### src/rtl/gpio_pkg.sv
// rtl/gpio_pkg.sv - shared constants and trigger qualification helper for gpio_intc
package gpio_pkg;

    localparam int SYNC_STAGES = 2;
    localparam int DB_SAMPLES  = 3;
    localparam int ARM_CYCLES  = 3;
    localparam int ARM_W       = $clog2(ARM_CYCLES + 1);

    // Level mode matches pol; edge mode needs armed and a rise/fall (or either with both).
    function automatic logic trig_hit(
        input logic edge_mode,
        input logic pol,
        input logic both,
        input logic cur,
        input logic prev,
        input logic armed
    );
        logic rise;
        logic fall;
        logic hit;
        rise = cur & ~prev;
        fall = ~cur & prev;
        if (!edge_mode) begin
            hit = (cur == pol);
        end else if (both) begin
            hit = armed & (rise | fall);
        end else begin
            hit = armed & (pol ? rise : fall);
        end
        return hit;
    endfunction

endpackage

### src/rtl/gpio_in_filter.sv
// rtl/gpio_in_filter.sv - per-pin synchronizer, debounce history and filtered level register
module gpio_in_filter
    import gpio_pkg::*;
(
    input  logic sys_clk,
    input  logic sys_rst_n,
    input  logic i_pin,
    input  logic i_tick,
    input  logic i_db_en,
    output logic o_filt
);

    logic [SYNC_STAGES-1:0] r_sync;
    logic [DB_SAMPLES-1:0]  r_hist;
    logic                   r_filt;
    logic                   w_sync;
    logic                   w_all_hi;
    logic                   w_all_lo;

    assign w_sync   = r_sync[SYNC_STAGES-1];
    assign w_all_hi = &r_hist;
    assign w_all_lo = ~|r_hist;

    always_ff @(posedge sys_clk or negedge sys_rst_n) begin
        if (!sys_rst_n) begin
            r_sync <= '0;
            r_hist <= '0;
            r_filt <= 1'b0;
        end else begin
            r_sync <= {r_sync[SYNC_STAGES-2:0], i_pin};
            // History keeps shifting even while debounce is off, so enabling it is seamless.
            if (i_tick) begin
                r_hist <= {r_hist[DB_SAMPLES-2:0], w_sync};
            end
            if (!i_db_en) begin
                r_filt <= w_sync;
            end else if (w_all_hi) begin
                r_filt <= 1'b1;
            end else if (w_all_lo) begin
                r_filt <= 1'b0;
            end
        end
    end

    assign o_filt = r_filt;

endmodule

### src/rtl/gpio_intc.sv
// rtl/gpio_intc.sv - GPIO input interrupt controller: filtering, trigger qualification, pending, irq
module gpio_intc
    import gpio_pkg::*;
#(
    parameter int GPIO_PORT_NUM = 32,
    parameter int DB_DIV_W      = 16
) (
    input  logic                     sys_clk,
    input  logic                     sys_rst_n,
    input  logic [GPIO_PORT_NUM-1:0] gpio_pin_in,
    input  logic [GPIO_PORT_NUM-1:0] ctrl_int_en,
    input  logic [GPIO_PORT_NUM-1:0] ctrl_edge_sel,
    input  logic [GPIO_PORT_NUM-1:0] ctrl_pol_sel,
    input  logic [GPIO_PORT_NUM-1:0] ctrl_both_sel,
    input  logic [GPIO_PORT_NUM-1:0] ctrl_db_en,
    input  logic [DB_DIV_W-1:0]      db_div,
    input  logic [GPIO_PORT_NUM-1:0] pend_clr,
    output logic [GPIO_PORT_NUM-1:0] pend_status,
    output logic [GPIO_PORT_NUM-1:0] gpio_filtered,
    output logic                     irq
);

    logic [DB_DIV_W-1:0]      r_cnt;
    logic [ARM_W-1:0]         r_arm;
    logic                     r_armed;
    logic [GPIO_PORT_NUM-1:0] r_prev;
    logic [GPIO_PORT_NUM-1:0] r_pend;
    logic                     r_irq;
    logic                     w_tick;
    logic [GPIO_PORT_NUM-1:0] w_filt;
    logic [GPIO_PORT_NUM-1:0] w_event;
    logic [GPIO_PORT_NUM-1:0] w_set;

    // ">=" rather than "==" so a divisor lowered below the count wraps on the next cycle.
    assign w_tick = (r_cnt >= db_div);

    always_ff @(posedge sys_clk or negedge sys_rst_n) begin
        if (!sys_rst_n) begin
            r_cnt <= '0;
        end else if (w_tick) begin
            r_cnt <= '0;
        end else begin
            r_cnt <= r_cnt + 1'b1;
        end
    end

    for (genvar g = 0; g < GPIO_PORT_NUM; g++) begin : g_pin
        gpio_in_filter u_filter (
            .sys_clk   (sys_clk),
            .sys_rst_n (sys_rst_n),
            .i_pin     (gpio_pin_in[g]),
            .i_tick    (w_tick),
            .i_db_en   (ctrl_db_en[g]),
            .o_filt    (w_filt[g])
        );
    end

    // The filtered register sits one stage behind the synchronizer, so the first
    // post-reset mismatch reaches the edge compare just as the counter saturates.
    always_ff @(posedge sys_clk or negedge sys_rst_n) begin
        if (!sys_rst_n) begin
            r_arm   <= '0;
            r_armed <= 1'b0;
        end else begin
            if (r_arm != ARM_W'(ARM_CYCLES)) begin
                r_arm <= r_arm + 1'b1;
            end
            r_armed <= (r_arm == ARM_W'(ARM_CYCLES));
        end
    end

    always_comb begin
        w_event = '0;
        for (int i = 0; i < GPIO_PORT_NUM; i++) begin
            w_event[i] = trig_hit(ctrl_edge_sel[i], ctrl_pol_sel[i], ctrl_both_sel[i],
                                  w_filt[i], r_prev[i], r_armed);
        end
    end

    assign w_set = ctrl_int_en & w_event;

    always_ff @(posedge sys_clk or negedge sys_rst_n) begin
        if (!sys_rst_n) begin
            r_prev <= '0;
            r_pend <= '0;
            r_irq  <= 1'b0;
        end else begin
            r_prev <= w_filt;
            r_pend <= (r_pend & ~pend_clr) | w_set;
            r_irq  <= |r_pend;
        end
    end

    assign pend_status   = r_pend;
    assign gpio_filtered = w_filt;
    assign irq           = r_irq;

endmodule
### config.mk
export PLATFORM = sky130hd
export DESIGN_NAME = gpio_intc
export DESIGN_NICKNAME = d
export VERILOG_FILES = /design/src/rtl/gpio_pkg.sv /design/src/rtl/gpio_in_filter.sv /design/src/rtl/gpio_intc.sv
export SDC_FILE = /design/constraint.sdc
export NUM_CORES = 1
export LEC_CHECK = 0
export ABC_AREA = 1
export CORE_MARGIN = 10
export CORE_UTILIZATION = 54
export DETAILED_ROUTE_END_ITERATION = 7
export HOLD_SLACK_MARGIN = 0.03
export PLACE_DENSITY = 0.86
export SYNTH_ARGS = -nofsm -noshare
export SYNTH_HDL_FRONTEND = slang
export SYNTH_SLANG_ARGS = --single-unit
### constraint.sdc
create_clock -name sys_clk -period 2.6 [get_ports sys_clk]
set_input_delay 0.78 -clock sys_clk [delete_from_list [all_inputs] [get_ports sys_clk]]
set_output_delay 0.78 -clock sys_clk [all_outputs]
set_load 0.01 [all_outputs]
==> key figures <==
Clock tree
  – Clock sinks: 276
  – Clk Tree Root Cell: sky130_fd_sc_hd__clkbuf_16
  – Cts hold-fix bufs: 0
  – Post-CTS repair timing setup buffer count: 0
  – Number of buffers created by CTS: 29
  – CTS clk-pin slew, worst paths: 0.06 ns
  – Number of buffers between clock root and the deepest sink: 3
  – Number of gates given a new drive strength after cts: 0
  – Clock tree from TritonCTS: built
  – Clock insertion delay at the later pin of the skew report: 0.53 ns
  – # H-tree levels: 1

Final layout
  – Filler-free cell count of the finished design: 2082
  – Total area of multi-input combinational cells: 5070 um^2
  – FF/Latch Area: 6910 um^2
  – Area grow syn2layout: 32.8%
  – Share of final-layout standard cells stronger than drive strength 1: 0.0409
  – Net count, final: 2063
  – Area of all placed cells without fillers: 17400 um^2
  – Total of fill cells in the finished design: 1668

Synth
  – Synthesized instance count: 1452
  – Most frequently used flop master after synthesis: sky130_fd_sc_hd__dfrtp_1
  – Cell variety after synth: 25
  – Top cell type by total area after synthesis: sky130_fd_sc_hd__dfrtp_1
  – Cells taking the most area after synthesis: sky130_fd_sc_hd__dfrtp_1 (53%), sky130_fd_sc_hd__nand2_1 (11%), sky130_fd_sc_hd__ha_1 (7.8%)
  – Most instantiated cells after synthesis: sky130_fd_sc_hd__nand2_1 (372), sky130_fd_sc_hd__dfrtp_1 (276), sky130_fd_sc_hd__inv_1 (188)
  – FFs w/ async S/R, synth: 1.00
  – Net Count, Synth: 1776
  – Most frequent cell after synthesis: sky130_fd_sc_hd__nand2_1
  – FF+latch count, synth: 276
  – Sequential element share of the synthesized area: 0.527
  – Number of synthesized flops with an enable pin: 0
  – Synthesized area divided by synthesized cell count: 9.02 um^2
  – Summed instance area of the synthesized netlist: 13100 um^2
  – Number of warnings reported in the yosys synthesis log: 0
  – Top cell type's share of synthesized area: 0.527

Critical path
  – Dominant delay contributor by cell family on the critical path: buffers and inverters
  – Worst-path fanout max: 5
  – Worst path buffer plus inverter count: 1
  – Standard cell with the maximum stage delay on the critical path: sky130_fd_sc_hd__clkdlybuf4s50_1
  – Data required time of the worst path: 1.82 ns
  – Biggest cell delay along the critical path: 0.63 ns
  – Worst endpoint data arrival time: 1.58 ns
  – Critical Path Sink Type: output pin
  – Worst Setup Path Type: flop to output pin
  – Critical-path cell list: clkdlybuf4s50_1
  – Startpoint class of the critical path: flop

Floorplan
  – Site row count: 56
  – Number of primary I/O pins: 307
  – Initial core utilization: 0.553
  – Height of the chip: 176 um
  – Chip Width: 176 um
  – Total die area: 30900 um^2
  – Placeable core region: 23700 um^2

Status
  – Result of the run: finished clean

STA
  – Maximum frequency from static timing analysis: 424 MHz
  – Max transition margin: 0.488
  – Min setup slack post-route: 0.243 ns
  – Minimum clock period after layout: 2.36 ns
  – Least-Margin Pin Slew: 0.768 ns
  – Number of endpoints with negative hold slack in the final report: 0
  – RSZ-0062 raised after global routing: false
  – Final period utilization: 0.907
  – Fin. max-slew vios: 0
  – Worst setup skew after layout: 0.00752 ns
  – Setup violations, final: 0

Job
  – Number of max-cap violations: 0

Routing
  – Number of antenna-violating nets in the routed design: 0
  – Final routed wire length divided by cell count: 16.5 um
  – Number of optimization iterations in the first detailed-route pass: 5
  – Via density per instance: 5.25
  – Post-detailed-routing wire length: 34300 um
  – Drc violations: 0
  – Number of DRC violations after detailed-routing iteration 0: 641
  – Vias after detailed routing: 10900

Global routing
  – Gr usage total: 0.216
  – Number of antenna violations at the first check in global routing: 4
  – Maximum number of pins on one net before global-route repair: 64
  – Via count of the first global-routing pass: 11000
  – GRT Residual Overflow: 0
  – Global-route wire length before repair: 55400 um

Power
  – Power per cell area: 588 nW/um^2
  – Peak ir drop on the vdd network: 0.000504 V
  – Leakage dissipation: 8.62 nW

Placed design
  – Number of I/O port buffers: 306
  – Setup WS pre-CTS: -0.204 ns
  – Number of placed instances with taps included: 2027
  – GP Congestion: 0.829
  – HPWL Detailed: 25800 um
  – Placement-stage cell area: 16400 um^2

Worst hold path
  – Worst min path class: primary input to async pin
==> registers in the layout, summed over array words and instances, names as in the netlist <==
name / cells
g_pin.u_filter.r_hist: 96
r_cnt: 16
r_armed: 1
r_prev: 32
r_arm: 2
irq: 1
pend_status: 32
g_pin.u_filter.o_filt: 32
g_pin.u_filter.r_sync: 64
==> power breakdown <==
group	switching (W)	internal [W]	leakage (nW)
clock network	0.00165	0.00247	0.485
registers	0.000195	0.00453	3.55
logic	0.000641	0.000750	4.59
==> area by class of cell <==
class	count	share of cell area
timing repair buffer	323	0.192
clock inverter	11	0.00647
sequential	276	0.397
multi-input combinational	921	0.292
clock buffer	42	0.0491
inverter	188	0.0406
tap	319	0.0229
antenna	2	0.000288
==> worst reg2reg max path, stage by stage (launching register included) <==
cell and delay (ns):
sky130_fd_sc_hd__dfrtp_1 0.43, sky130_fd_sc_hd__ha_1 0.33, sky130_fd_sc_hd__a21oi_1 0.16, sky130_fd_sc_hd__o21ai_1 0.12
sky130_fd_sc_hd__a21oi_4 0.30, sky130_fd_sc_hd__nand2_4 0.14, sky130_fd_sc_hd__buf_12 0.20, sky130_fd_sc_hd__nand2_1 0.12
sky130_fd_sc_hd__nand2_1 0.07
==> final timing paths <==
path,depth (start not counted),endpoint,slack (ns),start
max in group asynchronous,2,pend_status[10],1.67,sys_rst_n
min in group sys_clk,0,g_pin[17].u_filter.r_sync[1],0.35,g_pin[17].u_filter.r_sync[0]
hold reg to reg,0,g_pin[17].u_filter.r_sync[1],0.35,g_pin[17].u_filter.r_sync[0]
setup / recovery,1,gpio_filtered[25],0.24,g_pin[25].u_filter.o_filt
setup reg to reg,8,g_pin[11].u_filter.r_hist[2],0.63,r_cnt[11]
hold / removal,1,r_prev[25],0.21,sys_rst_n
==> placed cells by master, fill, tap and decap left out, drive strengths merged <==
master and instances:
nor2 28, dfrtp 276, o21a 1, o21bai 32, diode 2, clkinv 9
nand2 373, xnor2 5, nor4 2, nor3 4, nand3 160, inv 188
o211ai 25, nand4 10, clkbuf 42, a21oi 71, ha 82, xor2 15
clkdlybuf4s50 305, mux2 1, o21ai 80, buf 18, bufinv 2, o31ai 32
==> per-layer routing <==
layer,up-vias,share of wire,track usage
li1,5290,-,-
met1,5230,0.40,0.261
met2,355,0.50,0.376
met3,59,0.067,0.0510
met4,2,0.025,0.0636
met5,-,0.00038,0
==> kinds of logic after synthesis <==
kind of cell	share of synthesized area
AND/OR/NAND/NOR	0.184
flip-flops	0.527
buffers and inverters	0.0861
AO/OA/AOI/OAI	0.110
adder cells (fa/ha/maj)	0.0783
XOR/XNOR	0.0134
multiplexers	0.000860
==> through the flow <==
step / setup TNS (ns) / hold WS [ns] / util / power [W]
after floorplan: 0 / 0.331 / - / 0.00533
after global placement: -8.02 / 0.332 / 0.693 / 0.00612
after detailed placement: -15.69 / 0.335 / 0.693 / 0.00619
after CTS: 0 / 0.215 / 0.734 / 0.0103
after global routing: 0 / 0.230 / 0.734 / 0.0107
final: 0 / 0.213 / 0.734 / 0.0102
Note: power is estimated with default switching activity, not from simulation.
